**src/rtl/cpu_pkg.sv**
```systemverilog
// Shared decode definitions: ALU opcodes, condition codes, default widths,
// the data-processing instruction layout and the immediate rotator.
package cpu_pkg;

  localparam int DW    = 32;
  localparam int AW    = 4;
  localparam int NREGS = 16;

  typedef enum logic [3:0] {
    OP_AND = 4'h0, OP_EOR = 4'h1, OP_SUB = 4'h2, OP_RSB = 4'h3,
    OP_ADD = 4'h4, OP_ADC = 4'h5, OP_SBC = 4'h6, OP_RSC = 4'h7,
    OP_TST = 4'h8, OP_TEQ = 4'h9, OP_CMP = 4'hA, OP_CMN = 4'hB,
    OP_ORR = 4'hC, OP_MOV = 4'hD, OP_BIC = 4'hE, OP_MVN = 4'hF
  } alu_op_e;

  typedef enum logic [3:0] {
    COND_EQ = 4'h0, COND_NE = 4'h1, COND_CS = 4'h2, COND_CC = 4'h3,
    COND_MI = 4'h4, COND_PL = 4'h5, COND_VS = 4'h6, COND_VC = 4'h7,
    COND_HI = 4'h8, COND_LS = 4'h9, COND_GE = 4'hA, COND_LT = 4'hB,
    COND_GT = 4'hC, COND_LE = 4'hD, COND_AL = 4'hE, COND_NV = 4'hF
  } cond_e;

  // Data-processing instruction word, MSB first.
  typedef struct packed {
    logic [3:0]  cond;       // [31:28]
    logic [1:0]  op_class;   // [27:26], 00 for data processing
    logic        imm;        // [25] I bit
    logic [3:0]  opcode;     // [24:21]
    logic        set_flags;  // [20] S bit
    logic [3:0]  rn;         // [19:16]
    logic [3:0]  rd;         // [15:12]
    logic [11:0] operand2;   // [11:0] rot4/imm8 or shift/Rm
  } dp_instr_t;

  // Immediate operand: zero-extended imm8 rotated right by twice rot4.
  function automatic logic [31:0] rotate_imm(input logic [7:0] imm8, input logic [3:0] rot);
    logic [63:0] dbl;
    dbl = {24'b0, imm8, 24'b0, imm8} >> {rot, 1'b0};
    return dbl[31:0];
  endfunction

endpackage

```
**src/rtl/reg_scoreboard.sv**
```systemverilog
// Pending-write scoreboard: one bit per architectural register, set when a
// writing instruction issues, cleared by writeback or by a flushed bundle.
module reg_scoreboard import cpu_pkg::*; #(
  parameter int AW    = cpu_pkg::AW,
  parameter int NREGS = cpu_pkg::NREGS
) (
  input  logic             clk,
  input  logic             rst,
  input  logic             set_en,
  input  logic [AW-1:0]    set_addr,
  input  logic             clr_en,
  input  logic [AW-1:0]    clr_addr,
  input  logic             flush_clr_en,
  input  logic [AW-1:0]    flush_clr_addr,
  output logic [NREGS-1:0] pending
);

  logic [NREGS-1:0] set_mask;
  logic [NREGS-1:0] clr_mask;

  // Build one-hot set/clear masks from the three request ports.
  always_comb begin
    // NOTE: every combinational output gets a default first, so no path leaves it unassigned (no latch).
    set_mask = '0;
    clr_mask = '0;
    if (set_en)       set_mask[set_addr]       = 1'b1;
    if (clr_en)       clr_mask[clr_addr]       = 1'b1;
    if (flush_clr_en) clr_mask[flush_clr_addr] = 1'b1;
  end

  // Apply clears then sets, so a same-cycle set on the same bit wins.
  always_ff @(posedge clk or negedge rst) begin
    // NOTE: state is updated with <= so every flop samples pre-edge values; the vector is small enough to reset.
    if (!rst) pending <= '0;
    else      pending <= (pending & ~clr_mask) | set_mask;
  end

endmodule

```
**src/rtl/decode_stage.sv**
```systemverilog
// Decode stage: drives register-file read addresses, detects RAW/WAW hazards
// against the scoreboard and registers a decoded bundle for execute.
module decode_stage import cpu_pkg::*; #(
  parameter int DW    = cpu_pkg::DW,
  parameter int AW    = cpu_pkg::AW,
  parameter int NREGS = cpu_pkg::NREGS
) (
  input  logic          clk,
  input  logic          rst,
  input  logic          if_valid,
  input  logic [DW-1:0] if_instr,
  input  logic [DW-1:0] if_pc,
  output logic          id_ready,
  output logic [AW-1:0] read_addr1,
  output logic [AW-1:0] read_addr2,
  input  logic [DW-1:0] read_data1,
  input  logic [DW-1:0] read_data2,
  output logic          ex_valid,
  input  logic          ex_ready,
  output logic [DW-1:0] ex_pc,
  output logic [3:0]    ex_cond,
  output logic [3:0]    ex_opcode,
  output logic          ex_set_flags,
  output logic [AW-1:0] ex_rd,
  output logic          ex_wb_en,
  output logic [DW-1:0] ex_op_a,
  output logic [DW-1:0] ex_op_b,
  output logic          ex_illegal,
  input  logic          wb_valid,
  input  logic [AW-1:0] wb_addr,
  input  logic          flush
);

  dp_instr_t        instr;
  logic [AW-1:0]    rm;
  logic             uses_rn;
  logic             uses_rm;
  logic             illegal;
  logic             wb_en;
  logic             hazard;
  logic             issue;
  logic [DW-1:0]    op_b_next;
  logic [NREGS-1:0] sb;

  assign instr      = dp_instr_t'(if_instr);
  assign rm         = instr.operand2[3:0];
  assign read_addr1 = instr.rn;
  assign read_addr2 = rm;

  // Field decode, hazard check and operand-B selection.
  always_comb begin
    uses_rn   = !((instr.opcode == OP_MOV) || (instr.opcode == OP_MVN));
    uses_rm   = !instr.imm;
    illegal   = (instr.op_class != 2'b00) || (!instr.imm && (instr.operand2[11:4] != 8'h00));
    // TST/TEQ/CMP/CMN (10xx) only update flags; illegal encodings never write.
    wb_en     = !illegal && (instr.opcode[3:2] != 2'b10);
    // Registered scoreboard only: a same-cycle writeback does not unblock.
    hazard    = (uses_rn && sb[instr.rn]) || (uses_rm && sb[rm]) || (wb_en && sb[instr.rd]);
    id_ready  = !flush && !hazard && (!ex_valid || ex_ready);
    issue     = if_valid && id_ready;
    op_b_next = instr.imm ? DW'(rotate_imm(instr.operand2[7:0], instr.operand2[11:8])) : read_data2;
  end

  reg_scoreboard #(.AW(AW), .NREGS(NREGS)) u_sb (
    .clk           (clk),
    .rst           (rst),
    .set_en        (issue && wb_en),
    .set_addr      (instr.rd),
    .clr_en        (wb_valid),
    .clr_addr      (wb_addr),
    .flush_clr_en  (flush && ex_valid && ex_wb_en),
    .flush_clr_addr(ex_rd),
    .pending       (sb)
  );

  // Output bundle: load on issue, drop when consumed or flushed, else hold.
  always_ff @(posedge clk or negedge rst) begin
    if (!rst) begin
      ex_valid     <= 1'b0;
      ex_pc        <= '0;
      ex_cond      <= '0;
      ex_opcode    <= '0;
      ex_set_flags <= 1'b0;
      ex_rd        <= '0;
      ex_wb_en     <= 1'b0;
      ex_op_a      <= '0;
      ex_op_b      <= '0;
      ex_illegal   <= 1'b0;
    end else if (issue) begin
      ex_valid     <= 1'b1;
      ex_pc        <= if_pc;
      ex_cond      <= instr.cond;
      ex_opcode    <= instr.opcode;
      ex_set_flags <= instr.set_flags;
      ex_rd        <= instr.rd;
      ex_wb_en     <= wb_en;
      ex_op_a      <= read_data1;
      ex_op_b      <= op_b_next;
      ex_illegal   <= illegal;
    end else if (flush || ex_ready) begin
      ex_valid     <= 1'b0;
    end
  end

endmodule

```
**config.mk**
```make
export PLATFORM = sky130hd
export DESIGN_NAME = decode_stage
export DESIGN_NICKNAME = d
export VERILOG_FILES = /design/src/rtl/cpu_pkg.sv /design/src/rtl/reg_scoreboard.sv /design/src/rtl/decode_stage.sv
export SDC_FILE = /design/constraint.sdc
export NUM_CORES = 1
export LEC_CHECK = 0
export CAP_MARGIN = 10
export CELL_PAD_IN_SITES_DETAIL_PLACEMENT = 1
export CELL_PAD_IN_SITES_GLOBAL_PLACEMENT = 2
export CORE_MARGIN = 10
export CORE_UTILIZATION = 31
export CTS_CLUSTER_SIZE = 14
export DETAILED_ROUTE_END_ITERATION = 12
export PLACE_DENSITY = 0.85
export RECOVER_POWER = 25
export SETUP_SLACK_MARGIN = 0.3
export SKIP_LAST_GASP = 1
export SLEW_MARGIN = 20
export SYNTH_ARGS = -nofsm -noshare
export SYNTH_HDL_FRONTEND = slang
export SYNTH_SLANG_ARGS = --single-unit
```
**constraint.sdc**
```tcl
create_clock -name clk -period 6.47 [get_ports clk]
set_input_delay 1.6175 -clock clk [delete_from_list [all_inputs] [get_ports clk]]
set_output_delay 1.6175 -clock clk [all_outputs]
set_load 0.01 [all_outputs]
```
==> results.sh, run 1 <==
export IMPL_nFillCells=2268
export IMPL_post_cts_buffers=0
export IMPL_violations="max-capacitance violations, max-slew violations"
export IMPL_syn_inst=492
export IMPL_synth_flop_cell="dfrtp_1"
export IMPL_fmax_ghz=0.1738
export IMPL_grt_pass1_wl_mm=37.65
export IMPL_cp_required_ns=4.85
export IMPL_overflow=0
export IMPL_final_cell_mix="clkdlybuf4s50_1, dfrtp_1, mux2_4, mux2i_1, o221ai_1"
export IMPL_max_stage_delay_ns=0.73
export IMPL_ys_types=44
export IMPL_portBuffers=258
export IMPL_num_rows=54
export IMPL_critPathMostFrequentCell="clkdlybuf4s50_1"
export IMPL_arrival_ns=4.14
export IMPL_die_w_um=169.7
export IMPL_cts_tree="built"
export IMPL_design_die_area_um2=28810
export IMPL_cts_hold_buf=0
export IMPL_worstMarginPinSlew_ns=3.682
export IMPL_start_util_pct=31.65
export IMPL_path_clk_slew_ns=0.06
export IMPL_finalMaxSlewViolations=66
export IMPL_drc=0
export IMPL_critical_path_top_delay_family="buffers and inverters"
export IMPL_syn_to_final_growth_pct=45.99
export IMPL_yosysSeqAreaShare_pct=46.08
export IMPL_crit_type="input pin to output port"
export IMPL_cap_violations=1
export IMPL_setup_viol=0
export IMPL_cts_buffers=17
export IMPL_grt_antenna_before_repair=0
export IMPL_slew_headroom_pct=-145.4
export IMPL_clkLatencyLatePin_ns=0.42
export IMPL_cp_cell_sequence="clkdlybuf4s50_1 > mux4_2 > o2111ai_1 > o2111a_1 > and3_1 > clkdlybuf4s50_1"
export IMPL_worst_clock_skew_ns=0.01751
export IMPL_fin_crit_sh_pct=88.93
export IMPL_globalplace_congestion=0.9130
export IMPL_finalNetCount=879
export IMPL_powerDensity_nw_per_um2=300.0
export IMPL_antenna_left=0
export IMPL_cts_max_level=4
export IMPL_num_antenna_cells=0
export IMPL_drtPass1Iterations=5
export IMPL_avgRoutedWirePerCell_um=23.97
export IMPL_dpl_hpwl_mm=19.05
export IMPL_grt_usage_pct=16.97
export IMPL_core_um2=21960
export IMPL_vdd_ir_drop_worst_uv=160.9
export IMPL_rrSetupSlack_ns=3.54
export IMPL_postCtsResizedCells=0
export IMPL_hold_path_class="flip-flop to flip-flop"
export IMPL_multi_input_area_um2=3308
export IMPL_syn_cell_area_um2=6950
export IMPL_critPathMaxFanout=7
export IMPL_p_leak_nw=4.465
export IMPL_drt_initial_drc_count=370
export IMPL_finalWirelength_mm=24.79
export IMPL_crit_path_start_kind="input pin"
export IMPL_synth_seq_cells=128
export IMPL_hold_viol=0
export IMPL_syn_num_nets=630
export IMPL_cts_buffer_depth=2
export IMPL_vias=5349
export IMPL_io_pins=259
export IMPL_first_global_vias=6041
export IMPL_synth_edf_count=0
export IMPL_syn_area_per_cell_um2=14.13
export IMPL_worstSetupEndpointType="output port"
export IMPL_period_minus_slack_ns=5.754
export IMPL_ys_warn_count=0
export IMPL_via_per_inst=5.173
export IMPL_root_buffer="clkbuf_16"
export IMPL_layout_commonest_cell="clkdlybuf4s50_1"
export IMPL_synthArstFlopShare_pct=100.0
export IMPL_drive_gt1_share_pct=23.34
export IMPL_clock_sinks=128
export IMPL_finalNonFillerCells=1034
export IMPL_register_area_um2=3203
export IMPL_fp_dieH_um=169.7
export IMPL_power_total_mw=3.044
export IMPL_slowest_stage="clkdlybuf4s50_1"
export IMPL_dpl_cell_count=1002
export IMPL_status="finished with violations"
export IMPL_fin_tns_setup_ns=0
export IMPL_cp_num_buf_inv=2
export IMPL_rsz0062_at_grt="false"
export IMPL_grt_max_degree=66
## path summary, 6_finish.rpt
kind                                                 start                      end  depth (start not counted)
worst min-delay path                  ex_pc[1]$_DFFE_PN0P_     ex_pc[1]$_DFFE_PN0P_                          1
max in group asynchronous                              rst  ex_op_b[22]$_DFFE_PN0P_                          2
worst min register to register        ex_pc[1]$_DFFE_PN0P_     ex_pc[1]$_DFFE_PN0P_                          1
min in group asynchronous                              rst  ex_op_a[29]$_DFFE_PN0P_                          1
worst max register to register  u_sb.pending[15]$_DFF_PN0_   ex_op_a[4]$_DFFE_PN0P_                          6
worst max-delay path                          if_instr[16]                 id_ready                          6
## cell usage after synthesis, drive strengths merged (3+ instances only)
master | count | area, um2
dfrtp | 128 | 3203
mux2 | 114 | 1652
buf | 31 | 364.1
mux2i | 21 | 210.2
o221ai | 18 | 157.7
nor2 | 17 | 63.81
o2bb2ai | 17 | 148.9
o41ai | 16 | 260.3
nand2b | 15 | 93.84
inv | 13 | 48.80
nand2 | 9 | 33.78
nand3 | 9 | 45.04
o21ai | 8 | 40.03
a22oi | 7 | 52.55
clkbuf | 7 | 26.28
nand3b | 7 | 52.55
nor2b | 7 | 43.79
mux4 | 6 | 135.1
or2 | 5 | 31.28
a21oi | 4 | 20.02
a222oi | 4 | 40.04
a2bb2oi | 4 | 35.03
a31oi | 4 | 25.02
nand4 | 3 | 33.78
o22ai | 3 | 18.77
or3 | 3 | 18.77
## flip-flops by register name, indices dropped and copies added, names as in the netlist
signal / count
ex_op_a: 32
ex_op_b: 32
ex_pc: 32
u_sb.pending: 16
ex_cond: 4
ex_opcode: 4
ex_rd: 4
ex_illegal: 1
ex_set_flags: 1
ex_valid: 1
ex_wb_en: 1
## routing by layer
| metal | GRT usage, % | share of wire [%] | vias up |
|---|---|---|---|
| met3 | 5.513 | 7.0 | 34 |
| met1 | 19.60 | 41 | 2752 |
| met5 | 0 | 0 | - |
| met4 | 4.159 | 1.5 | 0 |
| met2 | 29.71 | 51 | 197 |
| li1 | - | - | 2366 |
## metrics by stage
stage          instance area (um2)  worst slack, ns  hold WS, ns  utilization [%]
2_1_floorplan                 6950            1.841       0.5344                -
3_3_place_gp                  9594           0.7159       0.4795            43.69
3_5_place_dp                  9594           0.7056       0.4949            43.69
4_1_cts                      10150           0.7019       0.5093            46.25
5_1_grt                      10150           0.5970       0.5107            46.21
6_report                     10150           0.7161       0.5031            46.21
## report_power, final
group	switching [mW]	leakage, nW	internal, mW
Clock	0.411	0.261	0.513
Combinational	0.377	2.63	0.638
Sequential	0.123	1.57	0.981
## cell families (layout without fill, tap and decap cells)
logic type | Yosys count | in the layout | synth area share, %
mux | 141 | 141 | 28.73
flops | 128 | 128 | 46.08
compound gates | 92 | 92 | 12.37
simple gates | 80 | 80 | 6.499
buf+inv | 51 | 313 | 6.319
## final cells by class
type | count | share of cell area, %
clock inverter | 14 | 1.196
multi-input combinational | 313 | 32.60
sequential | 128 | 31.57
tap | 280 | 3.453
inverter | 13 | 0.4809
timing repair buffer | 268 | 26.37
clock buffer | 18 | 4.328
Power figures use the tool's default switching activity.
==> run 2: changes to the inputs <==
- CORE_ASPECT_RATIO: unset -> 1.4
==> results.sh, run 2 (same netlist as run 1, synthesis figures left out) <==
export IMPL_clkLatencyLatePin_ns=0.43
export IMPL_period_minus_slack_ns=5.814
export IMPL_worst_clock_skew_ns=0.008397
export IMPL_globalplace_congestion=0.9143
export IMPL_syn_to_final_growth_pct=46.17
export IMPL_violations="max-capacitance violations, max-slew violations"
export IMPL_nFillCells=2324
export IMPL_timing_rr_end="ex_pc[14]$_DFFE_PN0P_"
export IMPL_arrival_ns=4.20
export IMPL_cts_hold_buf=0
export IMPL_clock_sinks=128
export IMPL_power_total_mw=3.050
export IMPL_hold_viol=0
export IMPL_antenna_left=0
export IMPL_p_leak_nw=4.465
export IMPL_dpl_hpwl_mm=19.33
export IMPL_drt_initial_drc_count=337
export IMPL_r2r_cells=7
export IMPL_cts_buffers=17
export IMPL_grt_max_degree=94
export IMPL_reg_largest_list="ex_op_a x32, ex_op_b x32, ex_pc x32"
export IMPL_portBuffers=258
export IMPL_slew_headroom_pct=-160.2
export IMPL_avgRoutedWirePerCell_um=24.08
export IMPL_root_buffer="clkbuf_16"
export IMPL_cts_max_level=4
export IMPL_die_w_um=146.6
export IMPL_grt_antenna_before_repair=2
export IMPL_setup_viol=0
export IMPL_min_from="ex_cond[0]$_DFFE_PN0P_"
export IMPL_path_clk_slew_ns=0.06
export IMPL_fmax_ghz=0.1720
export IMPL_cap_violations=1
export IMPL_num_rows=64
export IMPL_design_die_area_um2=28900
export IMPL_start_util_pct=31.68
export IMPL_grt_pass1_wl_mm=38.30
export IMPL_vias=5321
export IMPL_fin_tns_setup_ns=0
export IMPL_overflow=0
export IMPL_rsz0062_at_grt="false"
export IMPL_powerDensity_nw_per_um2=300.2
export IMPL_via_per_inst=5.058
export IMPL_drtPass1Iterations=4
export IMPL_drc=0
export IMPL_postCtsResizedCells=0
export IMPL_fp_dieH_um=197.2
export IMPL_drive_gt1_share_pct=23.14
export IMPL_vdd_ir_drop_worst_uv=193.5
export IMPL_finalWirelength_mm=25.33
export IMPL_post_cts_buffers=0
export IMPL_grt_usage_pct=17.19
export IMPL_worstSetupEndpointType="output port"
export IMPL_hold_path_class="flip-flop to flip-flop"
export IMPL_crit_type="input pin to output port"
export IMPL_worstMarginPinSlew_ns=3.903
export IMPL_crit_path_start_kind="input pin"
export IMPL_cts_buffer_depth=2
export IMPL_rrSetupSlack_ns=3.84
export IMPL_cp_required_ns=4.85
export IMPL_io_pins=259
export IMPL_r2r_start="u_sb.pending[3]$_DFF_PN0_"
export IMPL_hold_path_depth=1
export IMPL_layout_commonest_cell="clkdlybuf4s50_1"
export IMPL_finalMaxSlewViolations=68
export IMPL_final_cell_mix="clkdlybuf4s50_1, dfrtp_1, mux2_4, mux2i_1, o221ai_1"
export IMPL_cts_tree="built"
export IMPL_status="finished with violations"
export IMPL_fin_crit_sh_pct=89.86
export IMPL_finalNetCount=878
export IMPL_min_to="ex_cond[0]$_DFFE_PN0P_"
export IMPL_first_global_vias=5959
export IMPL_core_um2=21940
export IMPL_critPathMaxFanout=7
run 2: cell count changes in the layout (fill, tap and decap cells not counted), moves of 2 or more:
cell,delta
diode_2,+3
inv_6,-4
clkinv_4,+2
clkinvlp_4,-2
inv_8,-2
clkinv_2,+3
run 2: cell type report:
cell class	count	area, um2	share of cell area, %
diodes	3	7.507	0.07389
clock buffers	19	452.9	4.458
clock inverters	12	111.4	1.096
inverters	13	48.80	0.4803
multi-input cells	313	3308	32.56
flip-flops and latches	128	3203	31.53
well taps	297	371.6	3.658
repair buffers	267	2656	26.15
run 2: critical path: stages:
cell	delay, ns
clkdlybuf4s50_1	0.73
mux4_2	0.56
o2111ai_1	0.23
o2111a_1	0.30
and3_1	0.20
clkdlybuf4s50_1	0.55
run 2: stage by stage:
stage / setup WS, ns / instances / hold slack [ns] / util, % / area [um2]
2_1_floorplan: 1.841 / 492 / 0.5344 / - / 6950
3_3_place_gp: 0.6889 / 1018 / 0.4757 / 43.73 / 9595
3_5_place_dp: 0.6628 / 1018 / 0.4854 / 43.73 / 9595
4_1_cts: 0.6565 / 1049 / 0.5045 / 46.30 / 10160
5_1_grt: 0.5841 / 1051 / 0.5204 / 46.29 / 10160
6_report: 0.6562 / 1052 / 0.4981 / 46.30 / 10160
run 2: worst max-delay path by stage:
stage,start,to,slack [ns],cells past startpoint
2_1_floorplan,if_instr[8],id_ready,1.84,7
3_3_place_gp,if_instr[16],id_ready,0.69,6
3_5_place_dp,if_instr[16],id_ready,0.66,6
4_1_cts,if_instr[16],id_ready,0.66,6
5_1_grt,if_instr[13],id_ready,0.58,7
6_report,if_instr[16],id_ready,0.66,6
run 2: power breakdown:
part           switching, mW  total [mW]  internal [mW]
clock                  0.381       0.929          0.547
sequential             0.118        1.10          0.982
combinational          0.383        1.02          0.637
run 2: per-layer routing:
layer | vias to the layer above | part of all wire, % | track usage, %
met1 | 2712 | 38 | 18.56
met5 | - | 0 | 0
met3 | 40 | 5.8 | 4.723
met4 | 0 | 2.6 | 6.912
li1 | 2364 | - | -
met2 | 205 | 53 | 31.09
